--- src/rtl/led_sw_sequencer.sv ---
// LED pattern sequencer and debounced switch block behind an Avalon-MM slave.
// The LEDs are driven by a small run/idle FSM in one of four modes: direct, blink,
// chase or switch-mirror. The switches are synchronised and debounced. Each accepted
// switch change sets a sticky EDGE flag, and the flags drive a maskable level interrupt.
module led_sw_sequencer #(
    parameter int unsigned NUM_LEDS        = 8,
    parameter int unsigned NUM_SW          = 4,
    parameter int unsigned DEBOUNCE_CYCLES = 1000000
) (
    input  logic                clk,
    input  logic                reset,
    input  logic [2:0]          avs_address,
    input  logic                avs_read,
    input  logic                avs_write,
    input  logic [31:0]         avs_writedata,
    output logic [31:0]         avs_readdata,
    input  logic [NUM_SW-1:0]   sw_in,
    output logic [NUM_LEDS-1:0] led_out,
    output logic                irq
);

    localparam int unsigned CntW = (DEBOUNCE_CYCLES > 1) ? $clog2(DEBOUNCE_CYCLES) : 1;
    localparam logic [CntW-1:0] CntMax = CntW'(DEBOUNCE_CYCLES - 1);

    localparam logic [2:0] AddrCtrl     = 3'd0;
    localparam logic [2:0] AddrPattern  = 3'd1;
    localparam logic [2:0] AddrPeriod   = 3'd2;
    localparam logic [2:0] AddrSwStatus = 3'd3;
    localparam logic [2:0] AddrIrqMask  = 3'd4;
    localparam logic [2:0] AddrEdge     = 3'd5;

    localparam logic [1:0] ModeDirect = 2'd0;
    localparam logic [1:0] ModeBlink  = 2'd1;
    localparam logic [1:0] ModeChase  = 2'd2;
    localparam logic [1:0] ModeMirror = 2'd3;

    typedef enum logic {StIdle, StRun} state_e;

    // Switch path
    logic [NUM_SW-1:0] sw_meta_q, sw_sync_q;
    logic [NUM_SW-1:0] sw_stable_q, sw_stable_d;
    logic [CntW-1:0]   db_cnt_q [NUM_SW];
    logic [CntW-1:0]   db_cnt_d [NUM_SW];
    logic [NUM_SW-1:0] edge_set;

    // Register file
    logic [3:0]          ctrl_q, ctrl_d;
    logic [NUM_LEDS-1:0] pattern_q, pattern_d;
    logic [31:0]         period_q, period_d;
    logic [NUM_SW-1:0]   irq_mask_q, irq_mask_d;
    logic [NUM_SW-1:0]   edge_q, edge_d;
    logic [31:0]         rdata_q, rdata_d;
    logic                irq_q, irq_d;
    logic                wr_ctrl, wr_pattern, wr_period, wr_mask, wr_edge;

    // Sequencer
    state_e              state_q, state_d;
    logic [31:0]         step_q, step_d;
    logic [NUM_LEDS-1:0] shift_q, shift_d;
    logic                phase_q, phase_d;
    logic [1:0]          mode_q, eff_mode;
    logic [NUM_LEDS-1:0] led_q, led_d;
    logic [NUM_LEDS-1:0] sw_led;
    logic                tick, restart;

    // Zero-extend or truncate the debounced switches onto the LED width.
    for (genvar i = 0; i < NUM_LEDS; i++) begin : g_sw_led
        if (i < NUM_SW) begin : g_bit
            assign sw_led[i] = sw_stable_q[i];
        end else begin : g_zero
            assign sw_led[i] = 1'b0;
        end
    end

    assign wr_ctrl    = avs_write && (avs_address == AddrCtrl);
    assign wr_pattern = avs_write && (avs_address == AddrPattern);
    assign wr_period  = avs_write && (avs_address == AddrPeriod);
    assign wr_mask    = avs_write && (avs_address == AddrIrqMask);
    assign wr_edge    = avs_write && (avs_address == AddrEdge);

    assign eff_mode = ctrl_q[3] ? sw_stable_q[1:0] : ctrl_q[2:1];
    assign restart  = wr_pattern || wr_period || (eff_mode != mode_q);
    assign tick     = (step_q == period_q - 32'd1);

    // Per-bit debounce: accept a new level after DEBOUNCE_CYCLES consecutive disagreements.
    always_comb begin
        sw_stable_d = sw_stable_q;
        edge_set    = '0;
        db_cnt_d    = db_cnt_q;
        for (int i = 0; i < NUM_SW; i++) begin
            if (sw_sync_q[i] != sw_stable_q[i]) begin
                if (db_cnt_q[i] == CntMax) begin
                    sw_stable_d[i] = sw_sync_q[i];
                    db_cnt_d[i]    = '0;
                    edge_set[i]    = 1'b1;
                end else begin
                    db_cnt_d[i] = db_cnt_q[i] + CntW'(1);
                end
            end else begin
                db_cnt_d[i] = '0;
            end
        end
    end

    // Register writes; a new edge wins over a simultaneous W1C of the same bit.
    always_comb begin
        ctrl_d     = wr_ctrl ? avs_writedata[3:0] : ctrl_q;
        pattern_d  = wr_pattern ? avs_writedata[NUM_LEDS-1:0] : pattern_q;
        period_d   = period_q;
        if (wr_period) begin
            period_d = (avs_writedata == 32'd0) ? 32'd1 : avs_writedata;
        end
        irq_mask_d = wr_mask ? avs_writedata[NUM_SW-1:0] : irq_mask_q;
        edge_d     = (edge_q & ~(wr_edge ? avs_writedata[NUM_SW-1:0] : '0)) | edge_set;
        irq_d      = |(edge_q & irq_mask_q);
    end

    // Read mux, registered to give a fixed one-cycle read latency.
    always_comb begin
        rdata_d = '0;
        if (avs_read) begin
            case (avs_address)
                AddrCtrl:     rdata_d = {28'd0, ctrl_q};
                AddrPattern:  rdata_d = 32'(pattern_q);
                AddrPeriod:   rdata_d = period_q;
                AddrSwStatus: rdata_d = 32'(sw_stable_q);
                AddrIrqMask:  rdata_d = 32'(irq_mask_q);
                AddrEdge:     rdata_d = 32'(edge_q);
                default:      rdata_d = '0;
            endcase
        end
    end

    // Sequencer next state and registered LED value computed from the next-state view.
    always_comb begin
        state_d = state_q;
        step_d  = step_q;
        shift_d = shift_q;
        phase_d = phase_q;
        led_d   = '0;
        unique case (state_q)
            StIdle: begin
                step_d  = '0;
                shift_d = pattern_d;
                phase_d = 1'b0;
                if (ctrl_q[0]) begin
                    state_d = StRun;
                end
            end
            StRun: begin
                if (!ctrl_q[0]) begin
                    state_d = StIdle;
                    step_d  = '0;
                    shift_d = pattern_d;
                    phase_d = 1'b0;
                end else if (restart) begin
                    step_d  = '0;
                    shift_d = pattern_d;
                    phase_d = 1'b0;
                end else if (tick) begin
                    step_d  = '0;
                    shift_d = {shift_q[NUM_LEDS-2:0], shift_q[NUM_LEDS-1]};
                    phase_d = ~phase_q;
                end else begin
                    step_d = step_q + 32'd1;
                end
            end
            default: state_d = StIdle;
        endcase
        if (state_d == StRun) begin
            unique case (eff_mode)
                ModeDirect: led_d = pattern_d;
                ModeBlink:  led_d = phase_d ? '0 : pattern_d;
                ModeChase:  led_d = shift_d;
                ModeMirror: led_d = sw_led;
            endcase
        end
    end

    // State registers, all cleared asynchronously; PERIOD resets to 1.
    always_ff @(posedge clk or posedge reset) begin
        if (reset) begin
            sw_meta_q   <= '0;
            sw_sync_q   <= '0;
            sw_stable_q <= '0;
            for (int i = 0; i < NUM_SW; i++) begin
                db_cnt_q[i] <= '0;
            end
            ctrl_q      <= '0;
            pattern_q   <= '0;
            period_q    <= 32'd1;
            irq_mask_q  <= '0;
            edge_q      <= '0;
            rdata_q     <= '0;
            irq_q       <= 1'b0;
            state_q     <= StIdle;
            step_q      <= '0;
            shift_q     <= '0;
            phase_q     <= 1'b0;
            mode_q      <= '0;
            led_q       <= '0;
        end else begin
            sw_meta_q   <= sw_in;
            sw_sync_q   <= sw_meta_q;
            sw_stable_q <= sw_stable_d;
            db_cnt_q    <= db_cnt_d;
            ctrl_q      <= ctrl_d;
            pattern_q   <= pattern_d;
            period_q    <= period_d;
            irq_mask_q  <= irq_mask_d;
            edge_q      <= edge_d;
            rdata_q     <= rdata_d;
            irq_q       <= irq_d;
            state_q     <= state_d;
            step_q      <= step_d;
            shift_q     <= shift_d;
            phase_q     <= phase_d;
            mode_q      <= eff_mode;
            led_q       <= led_d;
        end
    end

    assign avs_readdata = rdata_q;
    assign led_out      = led_q;
    assign irq          = irq_q;

endmodule

--- config.mk ---
export PLATFORM = sky130hd
export DESIGN_NAME = led_sw_sequencer
export DESIGN_NICKNAME = d
export VERILOG_FILES = /design/src/rtl/led_sw_sequencer.sv
export SDC_FILE = /design/constraint.sdc
export NUM_CORES = 1
export LEC_CHECK = 0
export CAP_MARGIN = 40
export CORE_MARGIN = 3
export CORE_UTILIZATION = 46
export DETAILED_ROUTE_END_ITERATION = 16
export PLACE_DENSITY = 0.66
export SLEW_MARGIN = 20
export SYNTH_ARGS = -nofsm -noshare
export SYNTH_HDL_FRONTEND = slang
export SYNTH_SLANG_ARGS = --single-unit
--- constraint.sdc ---
create_clock -name clk -period 8.4 [get_ports clk]
set_input_delay 1.68 -clock clk [delete_from_list [all_inputs] [get_ports clk]]
set_output_delay 1.68 -clock clk [all_outputs]
set_load 0.01 [all_outputs]
==> flow_summary_export.csv <==
group,metric,value,unit
timing,hold_violations,0,
synthesis,synth_top_area_cell,"dfrtp_1",
die,start_util,47.3,%
grt,grt_pass1_wl,40.8,mm
routing,postRouteAntennaNets,0,
routing,wirelength,24.5,mm
grt,grt-ovfl-total,0,
synthesis,yosys.cell_count.top_type,"dfrtp_1",
grt,grt_max_degree,104,
worst_setup_path,endpoint_kind,"register",
synthesis,synth_common_cells,"228 x dfrtp_1, 151 x nor2_1, 92 x nand2_1",
synthesis,ys_seq_area_share,51.0,%
clocking,h-tree-depth,1,
placed_design,hpwl,17.4,mm
routing,via_count,8098,
layout,synthToLayoutAreaGrowth,18.3,%
layout,antenna_cells,0,
die,rows,56,
job,cap_violations,0,
synthesis,syn_area,11200,µm²
hold_path,min_path_cells,0,
grt,gr-usage-all-layers,18.6,%
power,cellLeakagePower,0.00562,µW
synthesis,ys.warnings.count,0,
worst_setup_path,path_class,"in2reg",
worst_setup_path,r2r_slack,4340,ps
layout,fin_nets,1234,
timing,worstMarginPinSlew,752,ps
routing,vias_per_cell,5.32,
timing,skew,18.0,ps
clocking,clkSinkCount,229,
synthesis,synthesis.instances,1104,
timing,setup_tns,0,ps
clocking,cts_resized,0,
worst_setup_path,startpoint,"avs_address[0]",
synthesis,syn_nets,1153,
synthesis,synth_top_area_share,50.8,%
hold_path,min_path_type,"reg2reg",
timing,finalSetupViolations,0,
clocking,cts_tree,"done",
worst_setup_path,reg2reg_from,"period_q[0]",
routing,remaining_drc_errors,0,
worst_setup_path,cp.arrival,4580,ps
power,ir_drop,0.000122,V
worst_setup_path,path_max_fanout,36,
clocking,post_cts_buffers,0,
timing,period_minus_slack,4180,ps
synthesis,ys_ff_latch,229,
timing,max-slew-margin-rel,49.9,%
placed_design,gp_congestion,0.868,
clocking,postCtsHoldBufs,0,
worst_setup_path,r2r-end,"step_q[23]",
layout,drive_gt1_share,10.1,%
placed_design,portBuffers,83,
die,die_area,26300,µm²
power,fin_total_pwr,2900,µW
die,die_x,162,µm
synthesis,synth_cell_types,70,
clocking,clock_latency,520,ps
die,core,23800,µm²
run_status,status,"finished clean",
die,ioPinCount,84,
clocking,cts_buffer_depth,3,
clocking,cts_buffers,25,
die,die_h,162,µm
timing,fin_crit_sh,49.8,%
routing,firstDrtPassIters,5,
synthesis,synth_edf_count,0,
timing,slew_viol_final,0,
timing,hold_ws,349,ps
timing,max_freq,239,MHz
worst_setup_path,ff2ff_path_depth,12,
synthesis,yosys_most_used_dff,"dfrtp_1",
routing,initialDrtViolationCount,476,
synthesis,synth_area_leaders,"dfrtp_1 51%, xor2_1 5.9%, nor2_1 5.0%",
worst_setup_path,cp.required,8800,ps
worst_setup_path,worstSetupStartpointType,"input port",
timing,rsz0062_at_grt,"false",
grt,grt_antenna_before_repair,0,
synthesis,syn_area_per_cell,10.2,µm²
clocking,clkTransAtPathRegs,60,ps
power,powerDensity,218,nW/µm²
hold_path,hold_end,"sw_sync_q[1]",
routing,avgRoutedWirePerCell,16.1,µm
synthesis,synthArstFlopShare,100,%
grt,grt_pass1_vias,7968,
clocking,cts-root-buf,"clkbuf_16",
hold_path,holdCritStartpoint,"sw_meta_q[1]",
==> per-layer routing <==
layer	track usage, %	routed length, µm
met1	26.6	11600
met2	29.9	11400
met3	2.42	792
met4	5.35	670
met5	0	0
==> cells in the final DEF, fill, tap and decap left out, types with 25 or more instances in the layout <==
cell type / Yosys / final
clkdlybuf4s50_1: 0 / 83
nor2_1: 151 / 151
a21oi_1: 31 / 31
nand3_1: 43 / 43
and3_1: 30 / 30
o21ai_0: 33 / 33
xnor2_1: 60 / 60
mux2_2: 48 / 48
clkbuf_16: 0 / 25
and2_1: 32 / 32
xor2_1: 76 / 76
dfrtp_1: 228 / 228
nand2_1: 92 / 92
==> critical path, stage by stage <==
cell and delay [ps]:
clkdlybuf4s50_1 840, nand2b_1 250, nor3b_2 60, buf_4 270, nor2_1 130, nand3_1 100
or3_1 570, nor2_1 290, nand2_1 100, a32o_1 280
==> report_power, final <==
part,switching [µW],internal (µW),total (µW)
logic,232,211,443
registers,113,1200,1310
clock network,430,712,1140
total,775,2120,2900
==> worst max-delay path by stage <==
stage / slack, ps / end
floorplan: 450 / avs_readdata[0]
global placement: 3680 / step_q[22]
detailed placement: 3730 / led_out[3]
CTS: 4220 / led_out[3]
global route: 3890 / led_out[3]
finish: 4220 / led_out[3]
==> cell families after synthesis <==
logic type | count (synthesis) | synth area share, %
fa+ha+maj | 6 | 0.668
mux | 67 | 6.50
simple gates | 485 | 22.2
flops | 229 | 51.0
buf+inv | 63 | 2.25
compound gates | 118 | 6.73
xor+xnor | 136 | 10.6
==> state kept, by name, indices dropped and copies added, names as in the netlist, 4 cells and up <==
name and cells:
avs_readdata 32, shift_q 8, irq_mask_q 4, step_q 32
sw_sync_q 4, led_out 8, pattern_q 8, sw_stable_q 4
db_cnt_q 80, edge_q 4, sw_meta_q 4, ctrl_q 4
period_q 32
==> per-stage QoR <==
stage | util [%] | std cells | worst slack, ps | instance area, µm²
finish | 56.0 | 1521 | 4220 | 13300
global route | 56.0 | 1521 | 3890 | 13300
CTS | 55.8 | 1519 | 4220 | 13300
detailed placement | 52.2 | 1475 | 3730 | 12400
global placement | 52.0 | 1473 | 3680 | 12400
floorplan | - | 1104 | 445 | 11200
==> cell type report <==
| cell class | instances | area, µm² |
|---|---|---|
| clock buffers | 36 | 717 |
| repair buffers | 92 | 946 |
| flip-flops and latches | 229 | 5730 |
| multi-input cells | 812 | 5260 |
| inverters | 25 | 101 |
| fillers | 2054 | 10500 |
| well taps | 319 | 399 |
| clock inverters | 8 | 143 |
Power figures use the tool's default switching activity.
